`src/rtl/mem_port_arbiter_if.sv`:
```
// rtl/mem_port_arbiter_if.sv - requester and memory-side signal bundle for mem_port_arbiter
interface mem_port_arbiter_if #(
    parameter int ADDR_W = 16,
    parameter int DATA_W = 16
);
    logic              req_f;
    logic [ADDR_W-1:0] addr_f;
    logic              req_d;
    logic              we_d;
    logic [ADDR_W-1:0] addr_d;
    logic [DATA_W-1:0] wdata_d;
    logic              mem_ready;
    logic [DATA_W-1:0] mem_rdata;
    logic              mem_read;
    logic              mem_write;
    logic [ADDR_W-1:0] mem_addr;
    logic [DATA_W-1:0] mem_wdata;
    logic              ack_f;
    logic              ack_d;
    logic [DATA_W-1:0] rdata;
    logic              busy;
    logic              err;

    modport slave (
        input  req_f, addr_f, req_d, we_d, addr_d, wdata_d, mem_ready, mem_rdata,
        output mem_read, mem_write, mem_addr, mem_wdata, ack_f, ack_d, rdata, busy, err
    );

    modport master (
        output req_f, addr_f, req_d, we_d, addr_d, wdata_d, mem_ready, mem_rdata,
        input  mem_read, mem_write, mem_addr, mem_wdata, ack_f, ack_d, rdata, busy, err
    );
endinterface

```
`src/rtl/mem_port_arbiter.sv`:
```
// rtl/mem_port_arbiter.sv - fetch/data arbiter for a single-ported variable-latency memory
// Optional access timeout enabled by defining MEM_TIMEOUT_EN.
module mem_port_arbiter #(
    parameter int ADDR_W  = 16,
    parameter int DATA_W  = 16,
    parameter int TIMEOUT = 15
) (
    input  logic                 clk,
    input  logic                 reset_n,
    mem_port_arbiter_if.slave    bus
);
    typedef enum logic [1:0] {IDLE, ACC_F, ACC_D, RESP} state_t;

    state_t            r_state, w_state_nxt;
    logic              r_mem_read, w_mem_read_nxt;
    logic              r_mem_write, w_mem_write_nxt;
    logic [ADDR_W-1:0] r_mem_addr, w_mem_addr_nxt;
    logic [DATA_W-1:0] r_mem_wdata, w_mem_wdata_nxt;
    logic              r_ack_f, w_ack_f_nxt;
    logic              r_ack_d, w_ack_d_nxt;
    logic [DATA_W-1:0] r_rdata, w_rdata_nxt;
    logic              r_busy;
    logic              r_err, w_err_nxt;

`ifdef MEM_TIMEOUT_EN
    localparam int CNT_W = $clog2(TIMEOUT + 1);
    logic [CNT_W-1:0]  r_wait, w_wait_nxt;
`endif

    always_ff @(posedge clk) begin
        if (!reset_n) begin
            r_state     <= IDLE;
            r_mem_read  <= 1'b0;
            r_mem_write <= 1'b0;
            r_mem_addr  <= '0;
            r_mem_wdata <= '0;
            r_ack_f     <= 1'b0;
            r_ack_d     <= 1'b0;
            r_rdata     <= '0;
            r_busy      <= 1'b0;
            r_err       <= 1'b0;
`ifdef MEM_TIMEOUT_EN
            r_wait      <= '0;
`endif
        end else begin
            r_state     <= w_state_nxt;
            r_mem_read  <= w_mem_read_nxt;
            r_mem_write <= w_mem_write_nxt;
            r_mem_addr  <= w_mem_addr_nxt;
            r_mem_wdata <= w_mem_wdata_nxt;
            r_ack_f     <= w_ack_f_nxt;
            r_ack_d     <= w_ack_d_nxt;
            r_rdata     <= w_rdata_nxt;
            r_busy      <= (w_state_nxt != IDLE);
            r_err       <= w_err_nxt;
`ifdef MEM_TIMEOUT_EN
            r_wait      <= w_wait_nxt;
`endif
        end
    end

    always_comb begin
        w_state_nxt     = r_state;
        w_mem_read_nxt  = r_mem_read;
        w_mem_write_nxt = r_mem_write;
        w_mem_addr_nxt  = r_mem_addr;
        w_mem_wdata_nxt = r_mem_wdata;
        w_ack_f_nxt     = 1'b0;
        w_ack_d_nxt     = 1'b0;
        w_rdata_nxt     = r_rdata;
        w_err_nxt       = r_err;
`ifdef MEM_TIMEOUT_EN
        w_wait_nxt      = '0;
`endif
        case (r_state)
            IDLE: begin
                // Data wins over fetch so an in-flight instruction can retire.
                if (bus.req_d) begin
                    w_state_nxt     = ACC_D;
                    w_mem_addr_nxt  = bus.addr_d;
                    w_mem_wdata_nxt = bus.wdata_d;
                    w_mem_write_nxt = bus.we_d;
                    w_mem_read_nxt  = ~bus.we_d;
                end else if (bus.req_f) begin
                    w_state_nxt     = ACC_F;
                    w_mem_addr_nxt  = bus.addr_f;
                    w_mem_read_nxt  = 1'b1;
                end
            end
            ACC_F, ACC_D: begin
                if (bus.mem_ready) begin
                    if (r_mem_read)
                        w_rdata_nxt = bus.mem_rdata;
                    w_mem_read_nxt  = 1'b0;
                    w_mem_write_nxt = 1'b0;
                    w_ack_f_nxt     = (r_state == ACC_F);
                    w_ack_d_nxt     = (r_state == ACC_D);
                    w_state_nxt     = RESP;
                end
`ifdef MEM_TIMEOUT_EN
                else if (r_wait == CNT_W'(TIMEOUT - 1)) begin
                    w_mem_read_nxt  = 1'b0;
                    w_mem_write_nxt = 1'b0;
                    w_ack_f_nxt     = (r_state == ACC_F);
                    w_ack_d_nxt     = (r_state == ACC_D);
                    w_rdata_nxt     = '0;
                    w_err_nxt       = 1'b1;
                    w_state_nxt     = RESP;
                end else begin
                    w_wait_nxt      = r_wait + 1'b1;
                end
`endif
            end
            RESP: begin
                w_state_nxt = IDLE;
            end
            default: begin
                w_state_nxt = IDLE;
            end
        endcase
    end

    assign bus.mem_read  = r_mem_read;
    assign bus.mem_write = r_mem_write;
    assign bus.mem_addr  = r_mem_addr;
    assign bus.mem_wdata = r_mem_wdata;
    assign bus.ack_f     = r_ack_f;
    assign bus.ack_d     = r_ack_d;
    assign bus.rdata     = r_rdata;
    assign bus.busy      = r_busy;
    assign bus.err       = r_err;
endmodule

```
`src/flat_wrapper.sv`:
```
// flat-port wrapper written by rule: the top's interface ports become plain ports
module mem_port_arbiter_flat 
#(
    parameter int ADDR_W  = 16,
    parameter int DATA_W  = 16,
    parameter int TIMEOUT = 15
)
  (clk, reset_n, bus_req_f, bus_addr_f, bus_req_d, bus_we_d, bus_addr_d, bus_wdata_d, bus_mem_ready, bus_mem_rdata, bus_mem_read, bus_mem_write, bus_mem_addr, bus_mem_wdata, bus_ack_f, bus_ack_d, bus_rdata, bus_busy, bus_err);
  mem_port_arbiter_if #(.ADDR_W(ADDR_W), .DATA_W(DATA_W)) bus_i ();
  input  logic clk;
  input  logic reset_n;
  input wire logic [$bits(bus_i.req_f)-1:0] bus_req_f;
  input wire logic [$bits(bus_i.addr_f)-1:0] bus_addr_f;
  input wire logic [$bits(bus_i.req_d)-1:0] bus_req_d;
  input wire logic [$bits(bus_i.we_d)-1:0] bus_we_d;
  input wire logic [$bits(bus_i.addr_d)-1:0] bus_addr_d;
  input wire logic [$bits(bus_i.wdata_d)-1:0] bus_wdata_d;
  input wire logic [$bits(bus_i.mem_ready)-1:0] bus_mem_ready;
  input wire logic [$bits(bus_i.mem_rdata)-1:0] bus_mem_rdata;
  output wire logic [$bits(bus_i.mem_read)-1:0] bus_mem_read;
  output wire logic [$bits(bus_i.mem_write)-1:0] bus_mem_write;
  output wire logic [$bits(bus_i.mem_addr)-1:0] bus_mem_addr;
  output wire logic [$bits(bus_i.mem_wdata)-1:0] bus_mem_wdata;
  output wire logic [$bits(bus_i.ack_f)-1:0] bus_ack_f;
  output wire logic [$bits(bus_i.ack_d)-1:0] bus_ack_d;
  output wire logic [$bits(bus_i.rdata)-1:0] bus_rdata;
  output wire logic [$bits(bus_i.busy)-1:0] bus_busy;
  output wire logic [$bits(bus_i.err)-1:0] bus_err;
  assign bus_i.req_f = bus_req_f;
  assign bus_i.addr_f = bus_addr_f;
  assign bus_i.req_d = bus_req_d;
  assign bus_i.we_d = bus_we_d;
  assign bus_i.addr_d = bus_addr_d;
  assign bus_i.wdata_d = bus_wdata_d;
  assign bus_i.mem_ready = bus_mem_ready;
  assign bus_i.mem_rdata = bus_mem_rdata;
  assign bus_mem_read = bus_i.mem_read;
  assign bus_mem_write = bus_i.mem_write;
  assign bus_mem_addr = bus_i.mem_addr;
  assign bus_mem_wdata = bus_i.mem_wdata;
  assign bus_ack_f = bus_i.ack_f;
  assign bus_ack_d = bus_i.ack_d;
  assign bus_rdata = bus_i.rdata;
  assign bus_busy = bus_i.busy;
  assign bus_err = bus_i.err;
  mem_port_arbiter #(.ADDR_W(ADDR_W), .DATA_W(DATA_W), .TIMEOUT(TIMEOUT)) u_core (.clk(clk), .reset_n(reset_n), .bus(bus_i));
endmodule
```
`config.mk`:
```
export PLATFORM = sky130hd
export DESIGN_NAME = mem_port_arbiter_flat
export DESIGN_NICKNAME = d
export VERILOG_FILES = /design/src/rtl/mem_port_arbiter_if.sv /design/src/rtl/mem_port_arbiter.sv /design/src/flat_wrapper.sv
export SDC_FILE = /design/constraint.sdc
export NUM_CORES = 1
export LEC_CHECK = 0
export CAP_MARGIN = 20
export CORE_MARGIN = 2
export CORE_UTILIZATION = 34
export CTS_CLUSTER_DIAMETER = 100
export DETAILED_ROUTE_END_ITERATION = 8
export GPL_ROUTABILITY_DRIVEN = 0
export PLACE_DENSITY = 0.75
export SYNTH_ARGS = -nofsm -noshare
export SYNTH_HDL_FRONTEND = slang
export SYNTH_SLANG_ARGS = --single-unit
```
`constraint.sdc`:
```
create_clock -name clk -period 1.4 [get_ports clk]
set_input_delay 0.35 -clock clk [delete_from_list [all_inputs] [get_ports clk]]
set_output_delay 0.35 -clock clk [all_outputs]
set_load 0.03 [all_outputs]
```
[Yosys cells after proc, flatten, opt, wreduce, memory -nomap -nowiden]
Index checks and enable logic that the tools add are counted.
Operators by class
  equal/unequal tests: 6
  muxes and demuxes: 12
  bitwise logic cells: 1
  reductions and logical operators: 11
Operators with widths (count)
  $mux 16: 2
  $reduce_and 3->1: 4
  $mux 2: 3
  $pmux 2 s3: 1
  $reduce_bool 2->1: 3
  $eq 2x2->1 const B: 2
  $mux 1: 4
  $ne 2x2->1 const B: 2
  $pmux 1 s2: 2
  $reduce_and 2->1: 2
  $ne 3x3->1 const B: 1
  $eq 2x1->1 const B: 1
  $logic_not 2->1: 1
  $reduce_or 2->1: 1
  $not 1->1: 1
Storage, ports and cells
  bits in registers: 55
  input bits: 70
  output and inout port bits: 54
  logic and storage cells: 39

[Depth between registers and ports, before layout]
  depth in word-level cells: 4
  mapped depth: 8
  mapped depth without buffers: 5

[Least setup slack after synthesis]
Ideal clock, no wire load.
  path kind: reg-to-reg
  start: register u_core.r_state[0]
  end: register u_core.r_rdata[14] (netlist: u_core.bus.rdata[14])
  library setup time: 0.132 ns
  arrival: 1.401 ns
  required time: 1.268 ns
  slack: -0.133 ns
  stages on the path, launching flop included: 9
  path buffers: 3
  clock period less this slack: 1.533 ns
  cells stage by stage: dfxtp_1 > inv_1 > ha_1 > buf_4 > and3_1 > clkbuf_2 > buf_4 > nand2_1 > a21oi_1
Between the ends
  word-level cells in the longest chain between the ends: 3
  elaborated cells on any way between the ends: 4
  those cells by class: eq/ne (2); reduce/logical (2)
Ends and longest elaborated chain
  start, declared: RTL line mem_port_arbiter.sv:14  | state_t r_state, w_state_nxt;
  start signal, assigned: RTL line mem_port_arbiter.sv:46  | r_state <= w_state_nxt;
  $eq 2x2->1 or $eq 2x1->1 (tied branches): RTL line mem_port_arbiter.sv:75  | case (r_state)
  $reduce_or 2->1 *: RTL line mem_port_arbiter.sv:75
  $reduce_and 3->1 (no source line) *
  end signal, assigned: RTL line mem_port_arbiter.sv:53  | r_rdata <= w_rdata_nxt;
  end, declared: RTL line mem_port_arbiter.sv:21  | logic [DATA_W-1:0] r_rdata, w_rdata_nxt;
Every way passes the cells marked *; elsewhere a longest branch is shown, timed or not.
A chain may end at the register's enable or synchronous reset.

[Worst setup path after layout]
  start: input port bus_req_f
  end: register u_core.r_mem_addr[9] (netlist: u_core.bus.mem_addr[9])
Between the ends
  word-level cells in the longest chain between the ends: 2
Ends and longest elaborated chain
  start, declared: RTL line flat_wrapper.sv:12  | input wire logic [$bits(bus_i.req_f)-1:0] bus_req_f;
  $reduce_bool 2->1 (no source line)
  $reduce_and 2->1 (no source line)
  end signal, assigned: RTL line mem_port_arbiter.sv:49  | r_mem_addr <= w_mem_addr_nxt;
  end, declared: RTL line mem_port_arbiter.sv:17  | logic [ADDR_W-1:0] r_mem_addr, w_mem_addr_nxt;
Every way passes these cells.

==> flow_summary.json <==
{
  "yosys.area.top_type": "dfxtp_1",
  "drv_slew": 0,
  "wl_per_cell_um": 13.6,
  "cts_buffers": 5,
  "ys_types": 30,
  "cp_slowest_cell": "clkdlybuf4s50_1",
  "route.detailed.drc": 0,
  "min_period_ns": 1.39,
  "synth_area_leaders": "dfxtp_1 (50%), nand2_1 (11%), a21oi_1 (7.9%), mux2i_1 (7.7%), a211oi_1 (5.4%)",
  "layout_setup_ws_ns": 0.00853,
  "yosys-mux-area-fraction_pct": 8.22,
  "synth-seq-cells": 55,
  "required_ns": 1.61,
  "p_leak_nw": 1.50,
  "syn_nets": 328,
  "dp.cells": 450,
  "synth_xor_xnor_area_share_pct": 0,
  "postPlaceCellArea_um2": 3590,
  "cp_cell_sequence": "clkdlybuf4s50_1 > o21a_2 > bufbuf_16 > a211oi_1",
  "syn_area_per_cell_um2": 8.69,
  "syn-instance-count": 254,
  "synth_edf_count": 0,
  "status": "complete, no violations",
  "grt_first_pass_wirelength_mm": 9.62,
  "path_delay_family": "buffers and inverters",
  "setup_viol": 0,
  "ys_seq_area_share_pct": 49.9,
  "via_per_inst": 4.79,
  "synthAdderAreaFrac_pct": 2.27,
  "synth_top_area_share_pct": 49.9,
  "dp_slack_ns": -0.266,
  "synth_top_family_by_area": "simple AND/OR/NAND/NOR gates",
  "ant_nets": 0,
  "synth_most_common_cell": "nand2_1",
  "min_path_type": "reg -> reg",
  "synth_warnings": 0,
  "r2r-end": "u_core.bus.mem_read",
  "stdcell_count": 463,
  "min_path_cells": 2,
  "rows": 29,
  "fin_area_um2": 3630,
  "clockBufferDepth": 2,
  "diodes": 0,
  "path_max_fanout": 16,
  "ios": 124,
  "synthSimpleGateAreaFrac_pct": 17.6,
  "finalHoldViolCount": 0,
  "worstSetupPathType": "in -> reg",
  "rrSetupSlack_ns": 0.009,
  "grt_max_degree": 29,
  "max_cap_violations": 0,
  "crit_buf_inv": 2,
  "min-delay-start": "u_core.bus.mem_wdata[15]",
  "top_usage_layer": "met2",
  "area_growth_syn_to_layout_pct": 64.5,
  "htree_num_levels": 2,
  "ff2ff_path_depth": 5,
  "routed-via-count": 2216,
  "synthArstFlopShare_pct": 0,
  "track_usage_pct": 16.5,
  "routed_wl_mm": 6.28,
  "portBuffers": 122,
  "startpoint": "bus_req_f",
  "clock.fmax_mhz": 719,
  "fin_nets": 459,
  "syn_area_um2": 2210,
  "dieArea_um2": 7160,
  "cp_slowest_stage_delay_ns": 0.48,
  "met1_usage_pct": 18.9,
  "period_share_pct": 99.4,
  "ys.flop_type": "dfxtp_1",
  "gr-usage-met3_pct": 6.98,
  "skew_ns": 0.00637,
  "rsz0062_at_grt": "true",
  "path_clk_slew_ns": 0.09,
  "fp.dieH_um": 84.6,
  "synth_compound_area_share_pct": 16.1,
  "fill_cells": 575,
  "drive_above_1_share_pct": 20.2,
  "drtPass1Iterations": 4,
  "start_util_pct": 35.0,
  "drt-initial-drc-count": 61,
  "grt_pass1_vias": 2110,
  "worstPathArrival_ns": 1.60,
  "peakVddDrop_mv": 0.649,
  "clk-insertion-delay-late_ns": 0.29,
  "power_density_nw_per_um2": 1460,
  "clockRootBuffer": "clkbuf_8",
  "use_met2_pct": 28.7,
  "dp_hpwl_mm": 4.58,
  "grt.overflow.total": 0,
  "synth_commonest_cells": "nand2_1 (66), dfxtp_1 (55), a21oi_1 (35)",
  "die_x_um": 84.6,
  "end_kind": "flip-flop",
  "cp-start-kind": "input pin",
  "holdPathEnd": "u_core.bus.mem_wdata[15]",
  "cts_tree": "yes",
  "antenna_found_initial": 0,
  "cts.sinks": 55,
  "r2r_start": "u_core.r_state[1]",
  "hold_buffers": 0,
  "core_region_area_um2": 6310
}
-- sequential cells by signal (all words and copies together) (netlist names) --
register              flops
u_core.bus.rdata         16
u_core.bus.mem_wdata     16
u_core.bus.ack_d          1
u_core.bus.mem_addr      16
u_core.bus.ack_f          1
u_core.bus.mem_read       1
u_core.r_state            2
u_core.bus.busy           1
u_core.bus.mem_write      1
-- worst register-to-register path, cell delays in order (launching register included) --
cell      delay, ns
dfxtp_4        0.38
inv_4          0.05
ha_4           0.27
buf_6          0.13
a2111o_1       0.38
a21oi_1        0.13
-- how the worst max path moves through the flow --
stage,slack [ns],end,depth (start not counted)
floorplan,0.00004,u_core.bus.rdata[14],8
global placement,-0.23,u_core.bus.mem_addr[14],4
detailed placement,-0.27,u_core.bus.mem_addr[8],4
CTS,0.0004,bus_mem_wdata[4],1
global route,-0.03,u_core.bus.mem_read,5
finish,0.009,u_core.bus.mem_addr[9],4
-- layer usage --
metal | vias up | wire, um
li1 | 1115 | -
met1 | 997 | 2530
met2 | 100 | 3060
met3 | 4 | 649
met4 | 0 | 40
met5 | - | 0
-- cell type report --
class	instances	area, um2	area share (%)
timing repair buffer	142	1300	35.7
sequential	55	1110	30.5
multi-input combinational	178	1030	28.5
tap	77	96.3	2.65
clock buffer	6	72.6	2.00
inverter	3	13.8	0.379
clock inverter	2	12.5	0.344
-- through the flow --
| step | power (mW) | hold WS (ns) | setup TNS, ns | utilization, % |
|---|---|---|---|---|
| 4_1_cts | 5.29 | 0.458 | 0 | 58.4 |
| 5_1_grt | 5.66 | 0.479 | -0.0704 | 57.5 |
| 3_3_place_gp | 4.38 | 0.441 | -9.14 | 56.9 |
| 2_1_floorplan | 3.42 | 0.468 | 0 | - |
| 6_report | 5.32 | 0.456 | 0 | 57.5 |
| 3_5_place_dp | 4.41 | 0.447 | -10.28 | 56.9 |
-- cells in the final DEF, fill, tap and decap left out, drive strengths merged --
cell type | netlist | layout
clkdlybuf4s50 | 0 | 68
nand2 | 66 | 66
dfxtp | 55 | 55
clkbuf | 9 | 36
a21oi | 35 | 35
buf | 10 | 25
nor2 | 18 | 18
mux2i | 17 | 17
a211oi | 16 | 16
clkdlybuf4s15 | 0 | 16
ha | 4 | 4
nand2b | 3 | 3
o21a | 3 | 3
nand3 | 2 | 2
and4 | 2 | 2
inv | 2 | 2
and3 | 1 | 2
clkinv | 1 | 2
and2 | 1 | 1
mux2 | 1 | 1
o221ai | 1 | 1
a21boi | 1 | 1
nor2b | 1 | 1
o22ai | 1 | 1
nor3b | 1 | 1
o21ai | 1 | 1
a2111o | 1 | 1
conb | 1 | 1
clkinvlp | 0 | 1
bufbuf | 0 | 1
dlymetal6s2s | 0 | 1
dlygate4sd2 | 0 | 1
-- what timing repair did --
| action | CTS | global route |
|---|---|---|
| endpoints found under the setup margin | 49 | 63 |
| buffers inserted | 0 | 3 |
| pin swaps | 0 | 5 |
| gates resized for setup | 75 | 61 |
| gates cloned | 1 | 1 |
-- power breakdown --
group / total, mW / switching (mW) / internal (mW)
Combinational: 2.50 / 1.35 / 1.14
Sequential: 1.99 / 0.151 / 1.84
Clock: 0.831 / 0.480 / 0.351
Total: 5.32 / 1.99 / 3.33
-- cells by family (layout without fill, tap and decap cells) --
family	after synthesis	after routing
compound gates	59	59
flops	55	55
mux	18	18
fa+ha+maj	4	4
buf+inv	22	153
other cells	1	1
simple gates	95	96
Power figures use the tool's default switching activity.
